File: src/rtl/toy_bus_pkg.sv
// Shared constants for toy_bus nodes: id width, opcode encodings, default region map
// and the fill pattern used for locally generated error acks.
package toy_bus_pkg;

  localparam int ID_W_DEF     = 4;
  localparam int ADDR_W_DEF   = 32;
  localparam int N_REGION_DEF = 2;

  localparam logic OPC_READ  = 1'b0;
  localparam logic OPC_WRITE = 1'b1;

  // Entry 0 sits in the LSBs of each packed table.
  localparam logic [N_REGION_DEF*ADDR_W_DEF-1:0] REGION_BASE_DEF  = {32'hA000_0000, 32'h8000_0000};
  localparam logic [N_REGION_DEF*ADDR_W_DEF-1:0] REGION_LIMIT_DEF = {32'hC000_0000, 32'hA000_0000};
  localparam logic [N_REGION_DEF*ID_W_DEF-1:0]   REGION_TGT_DEF   = {4'd3, 4'd2};
  localparam int DEFAULT_TGT_DEF = 4;

  localparam logic ERR_FILL_BIT = 1'b1;

endpackage

File: src/rtl/toy_bus_skid_buf.sv
// Two-entry skid buffer: registered ready, one-cycle latency, full throughput.
// Entry 0 drives the output; entry 1 absorbs the beat that arrives while entry 0 stalls.
module toy_bus_skid_buf #(
  parameter int W = 8
) (
  input  logic         clk,
  input  logic         rst_n,
  input  logic         in_vld,
  output logic         in_rdy,
  input  logic [W-1:0] in_data,
  output logic         out_vld,
  input  logic         out_rdy,
  output logic [W-1:0] out_data
);

  logic         v0, v1, rdy_q;
  logic [W-1:0] d0, d1;
  logic         push, pop, v1_nxt, take0;

  assign push  = in_vld & rdy_q;
  assign pop   = v0 & out_rdy;
  assign take0 = ~v0 | pop;

  always_comb begin
    v1_nxt = v1;
    if (take0) v1_nxt = 1'b0;
    else if (push) v1_nxt = 1'b1;
  end

  always_ff @(posedge clk or negedge rst_n) begin
    if (!rst_n) begin
      v0    <= 1'b0;
      v1    <= 1'b0;
      rdy_q <= 1'b0;
    end else begin
      if (take0) v0 <= v1 | push;
      v1    <= v1_nxt;
      rdy_q <= ~v1_nxt;
    end
  end

  always_ff @(posedge clk) begin
    if (take0) begin
      if (v1) d0 <= d1;
      else if (push) d0 <= in_data;
    end else if (push) begin
      d1 <= in_data;
    end
  end

  assign in_rdy   = rdy_q;
  assign out_vld  = v0;
  assign out_data = d0;

endmodule

File: src/rtl/toy_bus_mst_node.sv
// Master-side toy_bus node: region decode, skid-buffered request path, outstanding cap,
// ack pass-through with misroute check. TOY_BUS_MST_NODE_DECERR_EN enables local decode-error acks.
module toy_bus_mst_node
  import toy_bus_pkg::*;
#(
  parameter int ADDR_W   = ADDR_W_DEF,
  parameter int DATA_W   = 256,
  parameter int SB_W     = 32,
  parameter int ID_W     = ID_W_DEF,
  parameter int SRC_ID   = 0,
  parameter int N_REGION = N_REGION_DEF,
  parameter logic [N_REGION*ADDR_W-1:0] REGION_BASE  = REGION_BASE_DEF,
  parameter logic [N_REGION*ADDR_W-1:0] REGION_LIMIT = REGION_LIMIT_DEF,
  parameter logic [N_REGION*ID_W-1:0]   REGION_TGT   = REGION_TGT_DEF,
  parameter int DEFAULT_TGT = DEFAULT_TGT_DEF,
  parameter int MAX_OST     = 4,
  localparam int STRB_W = DATA_W / 8,
  localparam int CNT_W  = $clog2(MAX_OST + 1)
) (
  input  logic              clk,
  input  logic              rst_n,
  input  logic              in_req_vld,
  output logic              in_req_rdy,
  input  logic [ADDR_W-1:0] in_req_addr,
  input  logic [DATA_W-1:0] in_req_data,
  input  logic [STRB_W-1:0] in_req_strb,
  input  logic              in_req_opcode,
  input  logic [SB_W-1:0]   in_req_sideband,
  output logic              in_ack_vld,
  input  logic              in_ack_rdy,
  output logic [DATA_W-1:0] in_ack_data,
  output logic [SB_W-1:0]   in_ack_sideband,
  output logic              in_ack_err,
  output logic              out_req_vld,
  input  logic              out_req_rdy,
  output logic [ADDR_W-1:0] out_req_addr,
  output logic [STRB_W-1:0] out_req_strb,
  output logic [DATA_W-1:0] out_req_data,
  output logic              out_req_opcode,
  output logic [SB_W-1:0]   out_req_sideband,
  output logic [ID_W-1:0]   out_req_src_id,
  output logic [ID_W-1:0]   out_req_tgt_id,
  input  logic              out_ack_vld,
  output logic              out_ack_rdy,
  input  logic              out_ack_opcode,
  input  logic [DATA_W-1:0] out_ack_data,
  input  logic [SB_W-1:0]   out_ack_sideband,
  input  logic [ID_W-1:0]   out_ack_src_id,
  input  logic [ID_W-1:0]   out_ack_tgt_id,
  output logic [CNT_W-1:0]  ost_cnt,
  output logic              misroute_err
);

  localparam int PW = 1 + ID_W + SB_W + 1 + STRB_W + DATA_W + ADDR_W;

  logic [ID_W-1:0] dec_tgt;
  logic            dec_hit;

  // Walk from the top so the lowest matching index is the one left standing.
  always_comb begin
    dec_tgt = ID_W'(DEFAULT_TGT);
    dec_hit = 1'b0;
    for (int i = N_REGION - 1; i >= 0; i--) begin
      if (in_req_addr >= REGION_BASE[i*ADDR_W +: ADDR_W] &&
          in_req_addr <  REGION_LIMIT[i*ADDR_W +: ADDR_W]) begin
        dec_tgt = REGION_TGT[i*ID_W +: ID_W];
        dec_hit = 1'b1;
      end
    end
  end

  logic [PW-1:0] skid_in, skid_out;
  logic          skid_vld, skid_rdy, head_hit, head_ok, loc_pop, at_max;
  logic          req_hs, ack_hs;

  assign skid_in = {dec_hit, dec_tgt, in_req_sideband, in_req_opcode, in_req_strb, in_req_data, in_req_addr};

  toy_bus_skid_buf #(.W(PW)) u_skid (
    .clk      (clk),
    .rst_n    (rst_n),
    .in_vld   (in_req_vld),
    .in_rdy   (in_req_rdy),
    .in_data  (skid_in),
    .out_vld  (skid_vld),
    .out_rdy  (skid_rdy),
    .out_data (skid_out)
  );

  assign {head_hit, out_req_tgt_id, out_req_sideband, out_req_opcode,
          out_req_strb, out_req_data, out_req_addr} = skid_out;
  assign out_req_src_id = ID_W'(SRC_ID);

  assign at_max      = (ost_cnt == CNT_W'(MAX_OST));
  assign out_req_vld = skid_vld & head_ok & ~at_max;
  assign skid_rdy    = (out_req_rdy & head_ok & ~at_max) | loc_pop;
  assign req_hs      = out_req_vld & out_req_rdy;
  assign ack_hs      = out_ack_vld & out_ack_rdy;

  logic ack_dec;
  assign ack_dec = ack_hs & (ost_cnt != '0);

  always_ff @(posedge clk or negedge rst_n) begin
    if (!rst_n) begin
      ost_cnt      <= '0;
      misroute_err <= 1'b0;
    end else begin
      if (req_hs && !ack_dec) ost_cnt <= ost_cnt + CNT_W'(1);
      else if (!req_hs && ack_dec) ost_cnt <= ost_cnt - CNT_W'(1);
      if ((out_ack_vld && out_ack_tgt_id != ID_W'(SRC_ID)) || (ack_hs && ost_cnt == '0))
        misroute_err <= 1'b1;
    end
  end

  logic unused_ok;

`ifdef TOY_BUS_MST_NODE_DECERR_EN
  logic            loc_vld;
  logic [SB_W-1:0] loc_sb;

  // An unmapped head only leaves once the network is drained, keeping ack order intact.
  assign loc_pop = skid_vld & ~head_hit & ~loc_vld & (ost_cnt == '0);
  assign head_ok = head_hit & ~loc_vld;

  always_ff @(posedge clk or negedge rst_n) begin
    if (!rst_n) begin
      loc_vld <= 1'b0;
      loc_sb  <= '0;
    end else if (loc_pop) begin
      loc_vld <= 1'b1;
      loc_sb  <= out_req_sideband;
    end else if (loc_vld && in_ack_rdy) begin
      loc_vld <= 1'b0;
    end
  end

  assign in_ack_vld      = loc_vld | out_ack_vld;
  assign in_ack_data     = loc_vld ? {DATA_W{ERR_FILL_BIT}} : out_ack_data;
  assign in_ack_sideband = loc_vld ? loc_sb : out_ack_sideband;
  assign in_ack_err      = loc_vld;
  assign out_ack_rdy     = in_ack_rdy & ~loc_vld;
  assign unused_ok       = ^{out_ack_opcode, out_ack_src_id};
`else
  assign loc_pop         = 1'b0;
  assign head_ok         = 1'b1;
  assign in_ack_vld      = out_ack_vld;
  assign in_ack_data     = out_ack_data;
  assign in_ack_sideband = out_ack_sideband;
  assign in_ack_err      = 1'b0;
  assign out_ack_rdy     = in_ack_rdy;
  assign unused_ok       = ^{out_ack_opcode, out_ack_src_id, head_hit};
`endif

endmodule

File: config.mk
export PLATFORM = sky130hd
export DESIGN_NAME = toy_bus_mst_node
export DESIGN_NICKNAME = d
export VERILOG_FILES = /design/src/rtl/toy_bus_pkg.sv /design/src/rtl/toy_bus_skid_buf.sv /design/src/rtl/toy_bus_mst_node.sv
export SDC_FILE = /design/constraint.sdc
export NUM_CORES = 1
export LEC_CHECK = 0
export CORE_AREA = 2 2 515 517
export DETAILED_ROUTE_END_ITERATION = 10
export DIE_AREA = 0 0 517 519
export SETUP_SLACK_MARGIN = 0.1
export SYNTH_ARGS = -nofsm -noshare
export SYNTH_HDL_FRONTEND = slang
export SYNTH_SLANG_ARGS = --single-unit
File: constraint.sdc
create_clock -name clk -period 23.3 [get_ports clk]
set_input_delay 4.66 -clock clk [delete_from_list [all_inputs] [get_ports clk]]
set_output_delay 4.66 -clock clk [all_outputs]
set_load 0.005 [all_outputs]
Yosys cells after proc, flatten, opt, wreduce, memory -nomap -nowiden
Index checks and enable logic that the tools add are counted.
{ "totals": {"register_bits": 720, "in_bits": 656, "out_inout_bits": 658, "word_cells": 51} }
{ "classes": {"addsub": 2, "magnitude_cmp": 4, "n_eq_ne": 1, "mux": 8, "n_bitwise": 13, "reduce_logical": 16} }
{ "op_table": {"columns": ["op", "n"], "rows": [
  ["357-bit 2-to-1 mux", 2],
  ["32-bit greater-or-equal comparator (second input constant)", 2],
  ["32-bit < comparator (second input constant)", 2],
  ["3-bit 2-to-1 mux", 4],
  ["1-bit bitwise AND", 7],
  ["1-bit logical AND", 6],
  ["1-bit inverter", 4],
  ["2-bit AND reduction", 2],
  ["2-bit nonzero test", 2],
  ["4-bit nonzero test", 1],
  ["3-bit by 1-bit adder with 3-bit output (second input constant)", 1],
  ["3-bit equality test (second input constant)", 1],
  ["3-bit zero test", 1],
  ["3-bit nonzero test", 1],
  ["3-bit by 1-bit subtractor with 3-bit output (second input constant)", 1],
  ["1-bit zero test", 2],
  ["1-bit 2-to-1 mux", 2],
  ["1-bit bitwise OR", 2],
  ["1-bit logical OR", 1]
]} }

Logic depth before layout (Yosys ltp)
Gate-level depths: netlist of the first run.
{ "depth": {"ltp_word": 8, "depth_mapped": 8, "depth_no_buf": 8} }

Modules after synthesis
From an unflattened synthesis of the first run, not the netlist that was laid out.
{ "hier_totals": {"hier_cells": 1445, "area_unflattened_um2": 29757.3} }
{ "by_module_without_submodules": {"columns": ["mod", "n_inst", "cells_per_inst", "area_each_um2", "seq_area_each_um2"], "rows": [
  ["toy_bus_skid_buf", 1, 1125, 27286.2, 21575.7],
  ["toy_bus_mst_node", 1, 320, 2471.1, 100.1]
]} }

Worst setup path before layout of the first run
No wires, ideal clock.
{ "synth_timing": {"path_kind": "input to register", "startpoint": "input port in_req_vld", "endpoint": "register u_skid.d0[0] (netlist: u_skid.out_data[0]), enable pin", "setup_time_ns": 1.081, "t_arrival_ns": 19.495, "required_time_ns": 22.219, "slack_ns": 2.724, "cell_stages": 2, "n_path_buf": 0, "cell_sequence": "a21oi_1 -> nor2_1"} }
{ "synth_between": {"elab_chain_cells": 3} }
{ "synth_lines": {"columns": ["item", "line", "source"], "rows": [
  ["start: declaration", "toy_bus_mst_node.sv:22", "input logic in_req_vld,"],
  ["1-bit bitwise AND", "toy_bus_skid_buf.sv:20", "assign push = in_vld & rdy_q;"],
  ["2-bit nonzero test (no source line)", null, null],
  ["2-bit AND reduction (no source line)", null, null],
  ["end signal: assignment", "toy_bus_skid_buf.sv:45", "else if (push) d0 <= in_data;"],
  ["end: declaration", "toy_bus_skid_buf.sv:17", "logic [W-1:0] d0, d1;"]
]} }
Every way passes these cells.
A chain may end at the register's enable or synchronous reset.

Worst setup path after layout of the first run
{ "layout_timing": {"startpoint": "input port out_ack_vld", "endpoint": "output port in_ack_vld"} }
{ "layout_lines": {"columns": ["item", "line", "source"], "rows": [
  ["start: declaration", "toy_bus_mst_node.sv:43", "input logic out_ack_vld,"],
  ["end: declaration", "toy_bus_mst_node.sv:29", "output logic in_ack_vld,"]
]} }
No word-level cell between the ends.

==> results of run 1 <==
-- power by group through the flow --
stage | sequential [uW] | combinational [uW] | clock (uW)
6_report | 1970 | 1240 | 1430
5_1_grt | 2000 | 1350 | 1530
4_1_cts | 1980 | 1290 | 1500
3_5_place_dp | 2000 | 1290 | 0
3_3_place_gp | 1990 | 1280 | 0
2_1_floorplan | 2170 | 473 | 0
-- logic make-up after synthesis --
group                    Yosys count  synth area share (%)
flip-flops                       719                  76.3
multiplexers                     356                  14.2
buffers and inverters            338                  8.87
AND/OR/NAND/NOR                   14                 0.297
AO/OA/AOI/OAI                      6                 0.155
XOR/XNOR                           3                0.0930
adder cells (fa/ha/maj)            2                 0.115
other                              1                0.0133
-- through the flow --
stage                     setup slack (ns)  instances  total power, uW  cell area, um^2  hold slack [ns]
final                                12.90       5550             4630            40600            0.490
after global routing                 12.86       5547             4880            40500            0.508
after CTS                            12.90       5544             4770            40500            0.480
after detailed placement             12.91       5381             3290            37600            0.471
after global placement               12.90       5381             3270            37600            0.467
after floorplan                       2.72       1444             2640            28300            0.460
-- layer usage --
layer  GRT usage (%)  wire, um
met5               0       152
met4            4.33      6950
met3            5.49     17100
met2            13.4     53100
met1            9.08     44000
-- synthesized netlist by cell type --
master | count | area share (%)
a21boi_2 | 1 | 0.040
a21oi_1 | 2 | 0.035
and2_1 | 1 | 0.022
and2_2 | 1 | 0.027
and3_1 | 1 | 0.022
and3_2 | 1 | 0.027
buf_2 | 9 | 0.16
buf_4 | 327 | 8.7
conb_1 | 1 | 0.013
dfrtp_1 | 7 | 0.62
edfxtp_1 | 712 | 76
fa_1 | 1 | 0.071
ha_1 | 1 | 0.044
inv_1 | 2 | 0.027
mux2_2 | 356 | 14
nand2_1 | 2 | 0.027
nand2b_1 | 3 | 0.066
nor2_1 | 2 | 0.027
nor2b_1 | 1 | 0.022
o21ai_0 | 1 | 0.018
o311ai_0 | 1 | 0.031
o41ai_1 | 1 | 0.031
or3b_1 | 1 | 0.031
or4_1 | 1 | 0.027
xnor2_1 | 1 | 0.031
xor2_1 | 2 | 0.062
-- final timing paths --
check | start | end | slack [ns] | depth (start not counted)
min in group asynchronous | rst_n | ost_cnt[2] | 4.11 | 1
hold reg to reg | u_skid.d1[15] | u_skid.out_data[15] | 0.49 | 1
hold / removal | u_skid.d1[15] | u_skid.out_data[15] | 0.49 | 1
setup reg to reg | ost_cnt[0] | u_skid.d1[159] | 18.95 | 5
max in group asynchronous | rst_n | u_skid.in_rdy | 18.87 | 1
setup / recovery | out_ack_vld | in_ack_vld | 12.90 | 2
-- state kept, by name (all words and copies together), names as in the netlist --
name,count
u_skid.v1,1
u_skid.d1,356
u_skid.in_rdy,1
ost_cnt,3
u_skid.out_vld,1
misroute_err,1
u_skid.out_data,356
-- cells in the final DEF (no fill, tap or decap), types with 5 or more instances in the layout --
cell / netlist / final
dfrtp_1: 7 / 6
clkbuf_16: 0 / 93
buf_4: 327 / 11
clkbuf_1: 0 / 20
clkinv_1: 0 / 13
clkinv_2: 0 / 11
bufinv_16: 0 / 8
inv_6: 0 / 5
edfxtp_1: 712 / 712
diode_2: 0 / 6
mux2_2: 356 / 356
clkinvlp_4: 0 / 8
clkdlybuf4s50_1: 0 / 726
conb_1: 1 / 6
-- cell type report --
type	count	area, um^2
fill	28918	223000
antenna	6	15.0
sequential	719	21600
inverter	2	7.51
clock inverter	49	494
timing repair buffer	740	7410
clock buffer	114	2420
multi-input combinational	387	4230
tap	3533	4420
==> results.json, run 1 <==
{
  "insertion_delay_ns": 0.83,
  "setup.worst_path.class": "in -> out",
  "cts_resized": 0,
  "drc": 0,
  "start_util_pct": 10.7,
  "clockPowerShare_pct": 30.8,
  "detail-route-antenna-nets": 0,
  "synth.yosys.seq_area_share_pct": 76.3,
  "drtPass1Iterations": 4,
  "htreeDepth": 3,
  "worstPathRequired_ns": 18.64,
  "cts_made_buffers": 93,
  "layout-drive-gt1-share_pct": 25.2,
  "drt_wl_total_um": 121000,
  "internal_power_uw": 3280,
  "clock_tree.buffer_depth": 4,
  "critical-path-top-delay-family": "buffers and inverters",
  "swShare_pct": 29.2,
  "antenna_found_initial": 100,
  "critPathBufInv": 2,
  "io_buffers": 726,
  "hold_class": "reg -> reg",
  "vias_per_cell": 2.67,
  "critPathMaxFanout": 4,
  "cpMaxStageDelayCell": "clkdlybuf4s50_1",
  "powerDensity_nw_per_um2": 114,
  "die_y_um": 519,
  "synth_area_um2": 28300,
  "vdd_drop_max_v": 0.0000581,
  "final_core_util_pct": 15.4,
  "comb_power_share_pct": 26.7,
  "power_leakage_uw": 0.0125,
  "nets": 2601,
  "dieArea_um2": 268000,
  "syn_avg_cell_area_um2": 19.6,
  "wire_per_inst_um": 21.9,
  "post-route-period-util_pct": 44.6,
  "ys_warn_count": 0,
  "slowest_delay_ns": 0.55,
  "ys_seq_elements": 719,
  "die_w_um": 517,
  "power_frac_seq_pct": 42.5,
  "p_sw_uw": 1350,
  "synth_cell_type_count": 26,
  "post_cts_buffers": 0,
  "worstMarginPinSlew_ns": 1.07,
  "slew_viol_final": 0,
  "cts.sink_count": 719,
  "synthCells": 1439,
  "clockRootBuffer": "clkbuf_16",
  "worstPathArrival_ns": 5.74,
  "dp_hpwl_um": 95000,
  "grt_start_max_net_pins": 119,
  "hold_violations": 0,
  "rows": 189,
  "crit_top_cell": "clkdlybuf4s50_1",
  "fmax_mhz": 96.1,
  "cts_hold_buffers": 0,
  "startpoint_type": "primary input",
  "setup_tns_ns": 0,
  "area_growth_pct": 43.5,
  "grt_pass1_vias": 15299,
  "num_io_pins": 1314,
  "clkTransAtPathRegs_ns": 0.05,
  "fin_crit_ns": 10.40,
  "drtIter0Drc": 808,
  "rsz0062_at_grt": "false",
  "worstPathCellList": "clkdlybuf4s50_1 -> clkdlybuf4s50_1",
  "drv_cap": 0,
  "globalRouteOverflowTotal": 0,
  "setup_viol": 0,
  "grt_pass1_wl_um": 153000,
  "status": "complete, no violations",
  "end_kind": "output port",
  "slew-limit-headroom_pct": 28.8,
  "gp_congestion": 0.725,
  "num_vias": 14833,
  "cts_tree": "yes",
  "finalClockSkew_ns": 0.0921,
  "grt_use_total_pct": 8.66,
  "coreArea_um2": 263000
}
Power figures use the tool's default switching activity.
==> run 2: changes to the inputs <==
CORE_AREA = 2 2 511 513   (was 2 2 515 517)
DIE_AREA = 0 0 513 515   (was 0 0 517 519)
clock period = 8.9 ns   (was 23.3 ns; I/O delays follow)
==> results.json, run 2 (synthesis results as in run 1) <==
{
  "drtPass1Iterations": 4,
  "setup_tns_ns": 0,
  "slowest_delay_ns": 0.55,
  "cts_hold_buffers": 0,
  "cts_tree": "yes",
  "num_io_pins": 1314,
  "r2r_cells": 5,
  "hold_class": "reg -> reg",
  "die_w_um": 513,
  "slew-limit-headroom_pct": 32.2,
  "fmax_mhz": 215,
  "pre_cts_ws_ns": 4.14,
  "layout-drive-gt1-share_pct": 25.6,
  "drtIter0Drc": 843,
  "top_usage_layer": "met2",
  "worstPathArrival_ns": 2.87,
  "power_leakage_uw": 0.0125,
  "critPathMaxFanout": 4,
  "worstMarginPinSlew_ns": 1.02,
  "status": "complete, no violations",
  "setup.worst_path.class": "in -> out",
  "gp_congestion": 0.785,
  "rows": 187,
  "crit_top_cell": "clkdlybuf4s50_1",
  "insertion_delay_ns": 0.73,
  "worstPathCellList": "clkdlybuf4s50_1 -> clkdlybuf4s50_1",
  "wire_per_inst_um": 22.1,
  "rsz0062_at_grt": "false",
  "detail-route-antenna-nets": 0,
  "fin_ws_ns": 4.25,
  "setup_viol": 0,
  "fin_crit_ns": 4.65,
  "dp_hpwl_um": 95800,
  "drc": 0,
  "powerDensity_nw_per_um2": 299,
  "startpoint_type": "primary input",
  "clockRootBuffer": "clkbuf_16",
  "end_kind": "output port",
  "grt_pass1_wl_um": 152000,
  "antenna_found_initial": 50,
  "layout_commonest_cell": "clkdlybuf4s50_1",
  "cpMaxStageDelayCell": "clkdlybuf4s50_1",
  "area_growth_pct": 43.2,
  "critPathBufInv": 2,
  "post_cts_buffers": 0,
  "r2r_end": "u_skid.d1[292]",
  "clkTransAtPathRegs_ns": 0.06,
  "worstPathRequired_ns": 7.12,
  "hold_end": "u_skid.out_data[314]",
  "io_buffers": 726,
  "grt_pass1_vias": 15336,
  "vdd_drop_max_v": 0.000156,
  "grtUsageMet3_pct": 5.38,
  "hold_start": "u_skid.d1[314]",
  "critical-path-top-delay-family": "buffers and inverters",
  "hold_violations": 0,
  "min_delay_path_depth": 1,
  "grtUsageMet2_pct": 13.4,
  "most-common-layout-cells": "clkdlybuf4s50_1 (726), edfxtp_1 (712), mux2_2 (356)",
  "rr_startpoint": "ost_cnt[0]",
  "num_vias": 14826,
  "post-route-period-util_pct": 52.2,
  "coreArea_um2": 259000,
  "rrSetupSlack_ns": 5.38,
  "start_util_pct": 10.9,
  "dieArea_um2": 264000,
  "cts_made_buffers": 90,
  "drv_cap": 0,
  "clock_tree.buffer_depth": 3,
  "finalClockSkew_ns": 0.0555,
  "cts_resized": 0,
  "met1_usage_pct": 9.33,
  "vias_per_cell": 2.73,
  "grt_start_max_net_pins": 124,
  "htreeDepth": 3,
  "fillers": 28164,
  "cts.sink_count": 719,
  "nets": 2602,
  "globalRouteOverflowTotal": 0,
  "grt_use_total_pct": 8.69,
  "slew_viol_final": 0,
  "die_y_um": 515,
  "drt_wl_total_um": 120000,
  "cp_num_cells": 2
}
run 2: per-stage QoR:
step	instances	area, um^2	hold WS (ns)	power, uW	util [%]
after detailed placement	5254	37500	0.507	8720	14.5
after global routing	5419	40500	0.543	12700	15.6
after floorplan	1444	28300	0.460	6610	-
after CTS	5418	40500	0.501	12500	15.6
final	5422	40500	0.518	12100	15.7
after global placement	5254	37500	0.509	8690	14.5
run 2: cell type report:
type / count / area, um^2 / share of cell area (%)
Sequential cell: 719 / 21600 / 53.3
Timing Repair Buffer: 744 / 7480 / 18.5
Tap cell: 3402 / 4260 / 10.5
Multi-Input combinational cell: 387 / 4230 / 10.5
Clock buffer: 105 / 2340 / 5.78
Clock inverter: 59 / 587 / 1.45
Antenna cell: 4 / 10.0 / 0.0247
Inverter: 2 / 7.51 / 0.0186
run 2: worst max-delay path by stage:
| stage | start | to |
|---|---|---|
| global route | out_ack_vld | in_ack_vld |
| global placement | out_req_rdy | u_skid.d1[263] |
| floorplan | in_req_vld | u_skid.out_data[0] |
| detailed placement | out_req_rdy | u_skid.d1[263] |
| finish | out_ack_vld | in_ack_vld |
| CTS | out_ack_vld | in_ack_vld |
run 2: where the power goes:
part | leakage (uW) | internal (uW) | switching (uW)
combinational | 0.00437 | 1540 | 1690
clock | 0.00141 | 2060 | 1570
sequential | 0.00674 | 4900 | 341
run 2: routing by layer:
layer  share of wire, %  up-vias
met5               0.11        -
met2                 44      903
met4                5.4       20
li1                   -     6218
met3                 13      382
met1                 37     7303
==> run 3: changes to the inputs <==
CORE_AREA = 2 2 515 517   (was 2 2 511 513)
DIE_AREA = 0 0 517 519   (was 0 0 513 515)
clock period = 4.6 ns   (was 8.9 ns; I/O delays follow)
==> results.json, run 3 (synthesis results as in run 1) <==
{
  "status": "complete, no violations",
  "placed_cell_area_um2": 37800,
  "die_y_um": 519,
  "grt_start_max_net_pins": 118,
  "setup.worst_path.class": "reg -> out",
  "multi_input_area_um2": 4250,
  "globalRouteOverflowTotal": 0,
  "drtPass1Iterations": 4,
  "hold_violations": 0,
  "grt_pass1_wl_um": 169000,
  "post-route-period-util_pct": 73.7,
  "slew_viol_final": 0,
  "htreeDepth": 3,
  "rows": 189,
  "fin_crit_ns": 3.39,
  "post_cts_buffers": 0,
  "nets": 2612,
  "num_vias": 14976,
  "drt_wl_total_um": 138000,
  "cts_hold_buffers": 0,
  "power_leakage_uw": 0.0126,
  "fillers": 28909,
  "die_w_um": 517,
  "startpoint_type": "flip-flop",
  "gp_congestion": 0.699,
  "clockRootBuffer": "clkbuf_16",
  "grt_use_total_pct": 9.84,
  "cts_resized": 0,
  "hold_ws_ns": 0.441,
  "drtIter0Drc": 742,
  "dp_cells": 5392,
  "cts_made_buffers": 93,
  "io_buffers": 726,
  "finalInstanceArea_um2": 40800,
  "setup_tns_ns": 0,
  "wire_per_inst_um": 24.7,
  "drv_cap": 0,
  "coreArea_um2": 263000,
  "start_util_pct": 10.7,
  "end_kind": "output port",
  "area_growth_pct": 44.3,
  "powerDensity_nw_per_um2": 588,
  "setup_viol": 0,
  "drc": 0,
  "layout_commonest_cell": "clkdlybuf4s50_1",
  "dieArea_um2": 268000,
  "insertion_delay_ns": 0.86,
  "detail-route-antenna-nets": 0,
  "slew-limit-headroom_pct": 46.5,
  "slowest_delay_ns": 0.48,
  "clock_tree.buffer_depth": 4,
  "vdd_drop_max_v": 0.000347,
  "hold_class": "reg -> reg",
  "grt_pass1_vias": 15535,
  "worstPathCellList": "or3b_1 -> and2_2 -> clkdlybuf4s50_1",
  "num_io_pins": 1314,
  "finalClockSkew_ns": 0.113,
  "vias_per_cell": 2.68,
  "cts.sink_count": 719,
  "layoutNonFillerInstCount": 5578,
  "layout-drive-gt1-share_pct": 25.4,
  "fmax_mhz": 295,
  "rsz0062_at_grt": "false",
  "cpMaxStageDelayCell": "or3b_1",
  "worstPathRequired_ns": 3.68,
  "most-common-layout-cells": "clkdlybuf4s50_1 (726), edfxtp_1 (712), mux2_2 (356)",
  "worstMarginPinSlew_ns": 0.802,
  "critPathMaxFanout": 6,
  "clkTransAtPathRegs_ns": 0.06,
  "worstPathArrival_ns": 2.47,
  "antenna_found_initial": 94,
  "dp_hpwl_um": 114000,
  "cts_tree": "yes",
  "seq_area_um2": 21600
}
==> run 3: changes by cell type in the layout (fill, tap and decap cells not counted), sizes merged <==
| cell | change |
|---|---|
| clkinv | -15 |
| clkbuf | +10 |
| diode | +20 |
| buf | +7 |
| inv | +1 |
| bufinv | +2 |
==> run 3: layout make-up <==
cell class | count | area share [%]
clock inverter | 47 | 1.17
tap | 3533 | 10.8
inverter | 2 | 0.0184
multi-input combinational | 387 | 10.4
clock buffer | 115 | 5.91
antenna | 24 | 0.147
sequential | 719 | 52.9
timing repair buffer | 751 | 18.6
==> run 3: power by group <==
part | internal [uW] | total (uW) | switching [uW]
logic | 3060 | 6740 | 3680
clock network | 4120 | 7110 | 2990
registers | 9470 | 10100 | 653
total | 16700 | 24000 | 7320
==> run 3: stage by stage <==
step	worst slack, ns	power, uW	util (%)
after floorplan	-2.05	12800	-
after global placement	1.31	17300	14.4
after detailed placement	1.26	17300	14.4
after CTS	1.11	24700	15.5
after global routing	1.10	25200	15.5
final	1.21	24000	15.5
==> run 3: path summary, 6_finish.rpt <==
check / from / cells after the start / endpoint / slack [ns]
worst max-delay path: ost_cnt[0] / 3 / out_req_vld / 1.21
worst min register to register: u_skid.d1[326] / 1 / u_skid.out_data[326] / 0.44
worst max register to register: ost_cnt[0] / 5 / u_skid.d1[45] / 1.79
min in group asynchronous: rst_n / 1 / u_skid.v1 / 0.45
max in group asynchronous: rst_n / 1 / u_skid.v1 / 3.86
worst min-delay path: u_skid.d1[326] / 1 / u_skid.out_data[326] / 0.44
==> run 3: worst max-delay path, delay by kind of cell, from the launching register on <==
kind	cells	cell delay, ns
DFF	1	0.46
and+or+nand+nor	2	0.79
buffers and inverters	1	0.48
==> run 3: per-layer routing <==
layer	vias to the layer above	wire length (um)	share of wire (%)	track usage, %
met2	972	63000	46	16.0
met5	-	206	0.15	0
met4	32	6450	4.7	4.26
met1	7302	48200	35	10.0
met3	410	20000	14	6.01
li1	6260	-	-	-
